<file path="src/rtl/sort_pkg.sv">
// Shared types for the sorted-triple serializer.
//   SORT_W      default element width
//   elem_t      one element
//   triple_t    one sorted triple {a, b, c}, a in the most significant slot
//   elem_idx_e  position of the element currently presented on the output
//   next_idx    E0 -> E1 -> E2 -> E0 sequencing of elem_idx_e
package sort_pkg;

  localparam int SORT_W = 8;

  typedef logic [SORT_W-1:0] elem_t;

  typedef struct packed {
    elem_t a;
    elem_t b;
    elem_t c;
  } triple_t;

  typedef enum logic [1:0] {
    E0 = 2'd0,
    E1 = 2'd1,
    E2 = 2'd2
  } elem_idx_e;

  function automatic elem_idx_e next_idx(input elem_idx_e cur);
    case (cur)
      E0:      return E1;
      E1:      return E2;
      default: return E0;
    endcase
  endfunction

endpackage

</file>
<file path="src/rtl/triple_fifo.sv">
// Triple FIFO: DEPTH entries of WIDTH bits (one packed triple per entry).
// Ports:
//   clk      in   clock, all state on posedge
//   rst      in   asynchronous active-high reset (pointers and count only)
//   push     in   write wr_data at wr_ptr; caller guarantees !full
//   pop      in   retire the head entry; caller guarantees !empty
//   wr_data  in   WIDTH  entry to write
//   rd_data  out  WIDTH  head entry (combinational read)
//   full     out  count == DEPTH
//   empty    out  count == 0
// DEPTH must be a power of two so the pointers wrap by natural overflow.
module triple_fifo #(
  parameter int WIDTH = 24,
  parameter int DEPTH = 2
) (
  input  logic             clk,
  input  logic             rst,
  input  logic             push,
  input  logic             pop,
  input  logic [WIDTH-1:0] wr_data,
  output logic [WIDTH-1:0] rd_data,
  output logic             full,
  output logic             empty
);

  localparam int PW = $clog2(DEPTH);

  logic [WIDTH-1:0] mem [DEPTH];
  logic [PW-1:0]    wr_ptr;
  logic [PW-1:0]    rd_ptr;
  logic [PW:0]      count;

  // NOTE: storage has no reset; validity is tracked by count, so clearing the
  // array would only add reset fan-out without changing behaviour.
  always_ff @(posedge clk) begin
    if (push) mem[wr_ptr] <= wr_data;
  end

  // NOTE: registers use non-blocking assignments so every update in this
  // block sees the pre-edge values of count and the pointers.
  always_ff @(posedge clk or posedge rst) begin
    if (rst) begin
      wr_ptr <= '0;
      rd_ptr <= '0;
      count  <= '0;
    end else begin
      if (push) wr_ptr <= wr_ptr + PW'(1);
      if (pop)  rd_ptr <= rd_ptr + PW'(1);
      case ({push, pop})
        2'b10:   count <= count + (PW+1)'(1);
        2'b01:   count <= count - (PW+1)'(1);
        default: count <= count;  // idle, or push and pop cancel out
      endcase
    end
  end

  assign rd_data = mem[rd_ptr];
  assign full    = (count == (PW+1)'(DEPTH));
  assign empty   = (count == '0);

endmodule

</file>
<file path="src/rtl/sorted_triple_serializer.sv">
// Sorted-triple serializer: buffers sorted triples (a <= b <= c) in a small
// FIFO and emits them one element per handshake, smallest first, with out_last
// on the third element.
// Ports:
//   clk        in   clock, all state on posedge
//   rst        in   asynchronous active-high reset
//   in_valid   in   triple on in_a/in_b/in_c is valid
//   in_ready   out  FIFO can accept a triple this cycle
//   in_a/b/c   in   W  smallest / middle / largest element
//   out_valid  out  out_data is valid
//   out_ready  in   consumer accepts out_data this cycle
//   out_data   out  W  current element
//   out_idx    out  2  position of out_data in its triple (0..2)
//   out_last   out  high on the third element of a triple
//   order_err  out  sticky flag: an unsorted triple was pushed
// Build option: define ORDER_CHECK_EN to build the ordering check; without it
// order_err is tied to 0.
module sorted_triple_serializer
  import sort_pkg::*;
#(
  parameter int W     = SORT_W,
  parameter int DEPTH = 2
) (
  input  logic         clk,
  input  logic         rst,
  input  logic         in_valid,
  output logic         in_ready,
  input  logic [W-1:0] in_a,
  input  logic [W-1:0] in_b,
  input  logic [W-1:0] in_c,
  output logic         out_valid,
  input  logic         out_ready,
  output logic [W-1:0] out_data,
  output logic [1:0]   out_idx,
  output logic         out_last,
  output logic         order_err
);

  typedef struct packed {
    logic [W-1:0] a;
    logic [W-1:0] b;
    logic [W-1:0] c;
  } entry_t;

  entry_t    wr_entry;
  entry_t    head;
  logic      full;
  logic      empty;
  logic      push;
  logic      pop;
  elem_idx_e idx;
  elem_idx_e idx_next;

  // Both handshakes are gated by rst so nothing is offered while reset is held.
  assign in_ready  = !full  && !rst;
  assign out_valid = !empty && !rst;
  assign push      = in_valid && in_ready;
  // The head entry retires only once its last element has been accepted.
  assign pop       = out_valid && out_ready && (idx == E2);

  assign wr_entry = '{a: in_a, b: in_b, c: in_c};

  triple_fifo #(
    .WIDTH (3 * W),
    .DEPTH (DEPTH)
  ) u_fifo (
    .clk     (clk),
    .rst     (rst),
    .push    (push),
    .pop     (pop),
    .wr_data (wr_entry),
    .rd_data (head),
    .full    (full),
    .empty   (empty)
  );

  always_ff @(posedge clk or posedge rst) begin
    if (rst) idx <= E0;
    else     idx <= idx_next;
  end

  // NOTE: every output of this block gets a default first, so no path can
  // leave one unassigned and infer a latch.
  always_comb begin
    idx_next = idx;
    out_data = head.a;
    out_last = 1'b0;
    if (out_valid && out_ready) idx_next = next_idx(idx);
    case (idx)
      E1:      out_data = head.b;
      E2: begin
        out_data = head.c;
        out_last = 1'b1;
      end
      default: out_data = head.a;
    endcase
  end

  assign out_idx = idx;

`ifdef ORDER_CHECK_EN
  always_ff @(posedge clk or posedge rst) begin
    if (rst)
      order_err <= 1'b0;
    else if (push && !((in_a <= in_b) && (in_b <= in_c)))
      order_err <= 1'b1;
  end
`else
  assign order_err = 1'b0;
`endif

endmodule

</file>
<file path="config.mk">
export PLATFORM = sky130hd
export DESIGN_NAME = sorted_triple_serializer
export DESIGN_NICKNAME = d
export VERILOG_FILES = /design/src/rtl/sort_pkg.sv /design/src/rtl/triple_fifo.sv /design/src/rtl/sorted_triple_serializer.sv
export SDC_FILE = /design/constraint.sdc
export NUM_CORES = 1
export LEC_CHECK = 0
export ABC_CLOCK_PERIOD_IN_PS = 3980
export BUFFER_PORTS_ARGS = -buffer_cell sky130_fd_sc_hd__buf_2
export CAP_MARGIN = 20
export CORE_MARGIN = 2
export CORE_UTILIZATION = 50
export CTS_BUF_LIST = sky130_fd_sc_hd__clkbuf_4
export CTS_CLUSTER_SIZE = 14
export DETAILED_ROUTE_END_ITERATION = 12
export HOLD_SLACK_MARGIN = 0.06
export PLACE_DENSITY_LB_ADDON = 0.25
export SYNTH_ARGS = -nofsm -noshare
export SYNTH_HDL_FRONTEND = slang
export SYNTH_SLANG_ARGS = --single-unit
</file>
<file path="constraint.sdc">
create_clock -name clk -period 3.98 [get_ports clk]
set_input_delay 0.199 -clock clk [delete_from_list [all_inputs] [get_ports clk]]
set_output_delay 0.199 -clock clk [all_outputs]
set_load 0.005 [all_outputs]
</file>
==> metrics.txt <==
result of the run=completed; classification of the worst-slack hold path=input port to flip-flop; Chip Width=roughly 71 um; Cell Rows=24; beginning of the worst register-to-register path=out_idx[0]; core area=4320 um2; mean number of vias per cell=roughly 5.2; CTS Root Cell=sky130_fd_sc_hd__clkbuf_4; Iteration-0 DRC Markers=98; leading cell types in the layout, fill and taps excluded=sky130_fd_sc_hd__edfxtp_1 (48), sky130_fd_sc_hd__buf_2 (40), sky130_fd_sc_hd__dlygate4sd3_1 (25), sky130_fd_sc_hd__mux2i_1 (16); Clk pin slew, worst setup/hold paths=about 0.13 ns; Final Total Pwr=~1600 uW; routed wirelength normalized by instance count=roughly 15 um; aggregate routed wire length=between 3000 and 4000 um; Post CTS Setup Buffer Count=0; register area share after synthesis=0.716; Max Slew Vio Count=0; data arrival time of the critical path=about 2.3 ns; cell internal power dissipation=around 1100 uW; relative contribution of sequential cells to total power=0.491; share of power burned in combinational logic=0.367; CTS tree=yes; final critical path time including I/O delays and setup=about 2.5 ns; number of fill cells=340; antenna fix cells=0; crit end category=output port; measured slew at the worst slew-check pin=about 0.58 ns; vias=between 1k and 1.5k; residual DRC count=0; delay of the slowest cell on the worst path=roughly 0.63 ns; maximum vdd ir drop=roughly 0.34 mV; Sw Share=0.317; WS Path Type=flip-flop to output port; Post-Syn Instances=between 100 and 150; number of buffers inserted by port buffering=40; Inst Count DP=between 200 and 250; final non-filler cell total=between 200 and 250; endpoints failing setup=0; number of endpoints with negative hold slack in the final report=0; clock insertion delay at the later pin of the skew report=between 0.3 and 0.4 ns; clock share of power=0.142; Max Cap Viol=0; Overall Global Routing Usage=0.163; relative area change from synthesis to final layout=24.9%; critical path, cell by cell=inv_1 -> ha_1 -> nand2_1 -> o221ai_1 -> buf_2; chip height=roughly 71 um; Lkg Pwr=~0.0011 uW; worst max-slew margin expressed relative to the limit=0.615; Clock Sinks=between 50 and 60; largest net degree at the start of global routing=25; fin nets=about 230; Power Dens Cells=around 570 nW/um2; H-tree lvl count=2; peak fanout along the critical path=17; pre-CTS worst setup slack=1.87 ns; half-perimeter wire length of the detailed placement result=approximately 2400 um; synthesized netlist net count=160; switching power summed over all nets=roughly 510 uW; synthesis-stage register bit count=54; utilization after layout=0.642; Pre-Repair DR Iteration Count=4; Yosys warning total=0; Initial Utilization=0.514; critical path startpoint=out_idx[0]; slowest library cell on the worst path=sky130_fd_sc_hd__ha_1; CTS Buf Count=5; number of top-level pins=42; first-pass GRT wire length=~6300 um; number of different library cells in the post-synthesis netlist=23; CTS Buffer Depth=2; peak clock frequency supported by timing=roughly 0.4 GHz; average instance area after synthesis=between 15 and 20 um2; Netlist Area Pre-Place=between 2000 and 2500 um2; worst min-delay path startpoint=out_ready; setup repair after global routing missed its margin=no; via count of the first global-routing pass=approximately 1.4k; Max Clock Skew=0.00332 ns; fin crit share=0.629; total die area=roughly 5000 um2; Data required, critical path=about 3.8 ns; initial antenna violation count=0; type of element launching the critical path=flip-flop; Antenna Violating Nets Remaining=0; smallest setup slack after layout=~1.5 ns; proportion of layout cells with a drive suffix above 1=0.318; most common library cell in the layout ignoring fill and taps=sky130_fd_sc_hd__edfxtp_1; Remaining Overflow, GRT=0; routability congestion estimate from global placement=around 0.73; Final TNS setup=0 ns
==> power groups by stage <==
stage / logic [uW] / registers, uW / clock network [uW]
after floorplan: 430 / 761 / 0
after global placement: 550 / 789 / 0
after detailed placement: 559 / 795 / 0
after CTS: 579 / 783 / 233
after global routing: 644 / 795 / 264
final: 584 / 782 / 226
==> state kept, by name (all words and copies together) (netlist names) <==
signal and flops:
u_fifo.mem 48, u_fifo.rd_ptr 1, out_idx 2, u_fifo.wr_ptr 1, u_fifo.count 2
==> what timing repair did <==
item,in CTS,in global routing
endpoints found under the hold margin,54,0
resized for setup,0,0
hold buffers,25,0
==> routing by layer <==
layer	track usage	wire, um	part of all wire	up-vias
met4	0.0377	33	0.0088	0
met5	0	0	0	-
met3	0.0427	160	0.042	4
li1	-	-	-	619
met2	0.280	1910	0.51	29
met1	0.211	1660	0.44	637
==> worst max-delay path: cells and delay by family, from the launching register on <==
family | cells | cell delay, ns
flip-flops | 1 | 0.44
buffers and inverters | 2 | 0.24
AND/OR/NAND/NOR | 1 | 0.35
AO/OA/AOI/OAI | 1 | 0.30
adder cells (fa/ha/maj) | 1 | 0.63
==> synthesized netlist by cell type <==
library cell | number | share of area
sky130_fd_sc_hd__edfxtp_1 | 48 | 0.65
sky130_fd_sc_hd__mux2i_1 | 16 | 0.072
sky130_fd_sc_hd__nand3_1 | 8 | 0.018
sky130_fd_sc_hd__o221ai_1 | 8 | 0.032
sky130_fd_sc_hd__mux2_2 | 7 | 0.035
sky130_fd_sc_hd__dfrtp_1 | 6 | 0.068
sky130_fd_sc_hd__ha_1 | 5 | 0.028
sky130_fd_sc_hd__inv_1 | 4 | 0.0068
sky130_fd_sc_hd__xnor2_1 | 4 | 0.016
sky130_fd_sc_hd__mux2_4 | 3 | 0.020
sky130_fd_sc_hd__and3_1 | 2 | 0.0056
sky130_fd_sc_hd__buf_1 | 2 | 0.0034
sky130_fd_sc_hd__buf_4 | 2 | 0.0068
sky130_fd_sc_hd__nand2_1 | 2 | 0.0034
sky130_fd_sc_hd__nor2_1 | 2 | 0.0034
sky130_fd_sc_hd__buf_12 | 1 | 0.0090
sky130_fd_sc_hd__buf_2 | 1 | 0.0023
sky130_fd_sc_hd__buf_6 | 1 | 0.0051
sky130_fd_sc_hd__conb_1 | 1 | 0.0017
sky130_fd_sc_hd__o211ai_1 | 1 | 0.0034
sky130_fd_sc_hd__o21a_1 | 1 | 0.0034
sky130_fd_sc_hd__o21ba_2 | 1 | 0.0045
sky130_fd_sc_hd__xor2_1 | 1 | 0.0039
==> kinds of logic (layout without fill, tap and decap cells) <==
group / after synthesis / count (layout) / synth area share
xor gates and xnor gates: 5 / 5 / 0.0197
adders and majority gates: 5 / 5 / 0.0282
other: 1 / 1 / 0.00169
muxes: 26 / 26 / 0.128
AOI/OAI and AO/OA: 11 / 11 / 0.0428
and+or+nand+nor: 14 / 14 / 0.0304
DFF: 54 / 54 / 0.716
buffers and inverters: 11 / 79 / 0.0332
==> cell type report <==
cell class	count	area [um2]	share of cell area
multi-input cells	62	559	0.201
flip-flops and latches	54	1590	0.573
repair buffers	68	493	0.178
clock buffers	7	52.6	0.0189
inverters	4	15.0	0.00541
well taps	52	65.1	0.0234
==> stage by stage <==
stage | cell area, um2 | hold slack (ns)
after floorplan | 2220 | 0.00657
after global placement | 2450 | 0.137
after detailed placement | 2450 | 0.155
after CTS | 2750 | 0.213
after global routing | 2780 | 0.213
final | 2780 | 0.218
==> final timing paths <==
check / endpoint / slack [ns] / cells after the start
min in group asynchronous: u_fifo.count[0] / 0.34 / 3
worst max-delay path: out_data[6] / 1.48 / 5
worst min-delay path: out_idx[0] / 0.22 / 3
worst min register to register: u_fifo.wr_ptr / 0.53 / 1
worst max register to register: u_fifo.count[1] / 2.13 / 6
max in group asynchronous: u_fifo.rd_ptr / 3.42 / 3
Power figures use the tool's default switching activity.
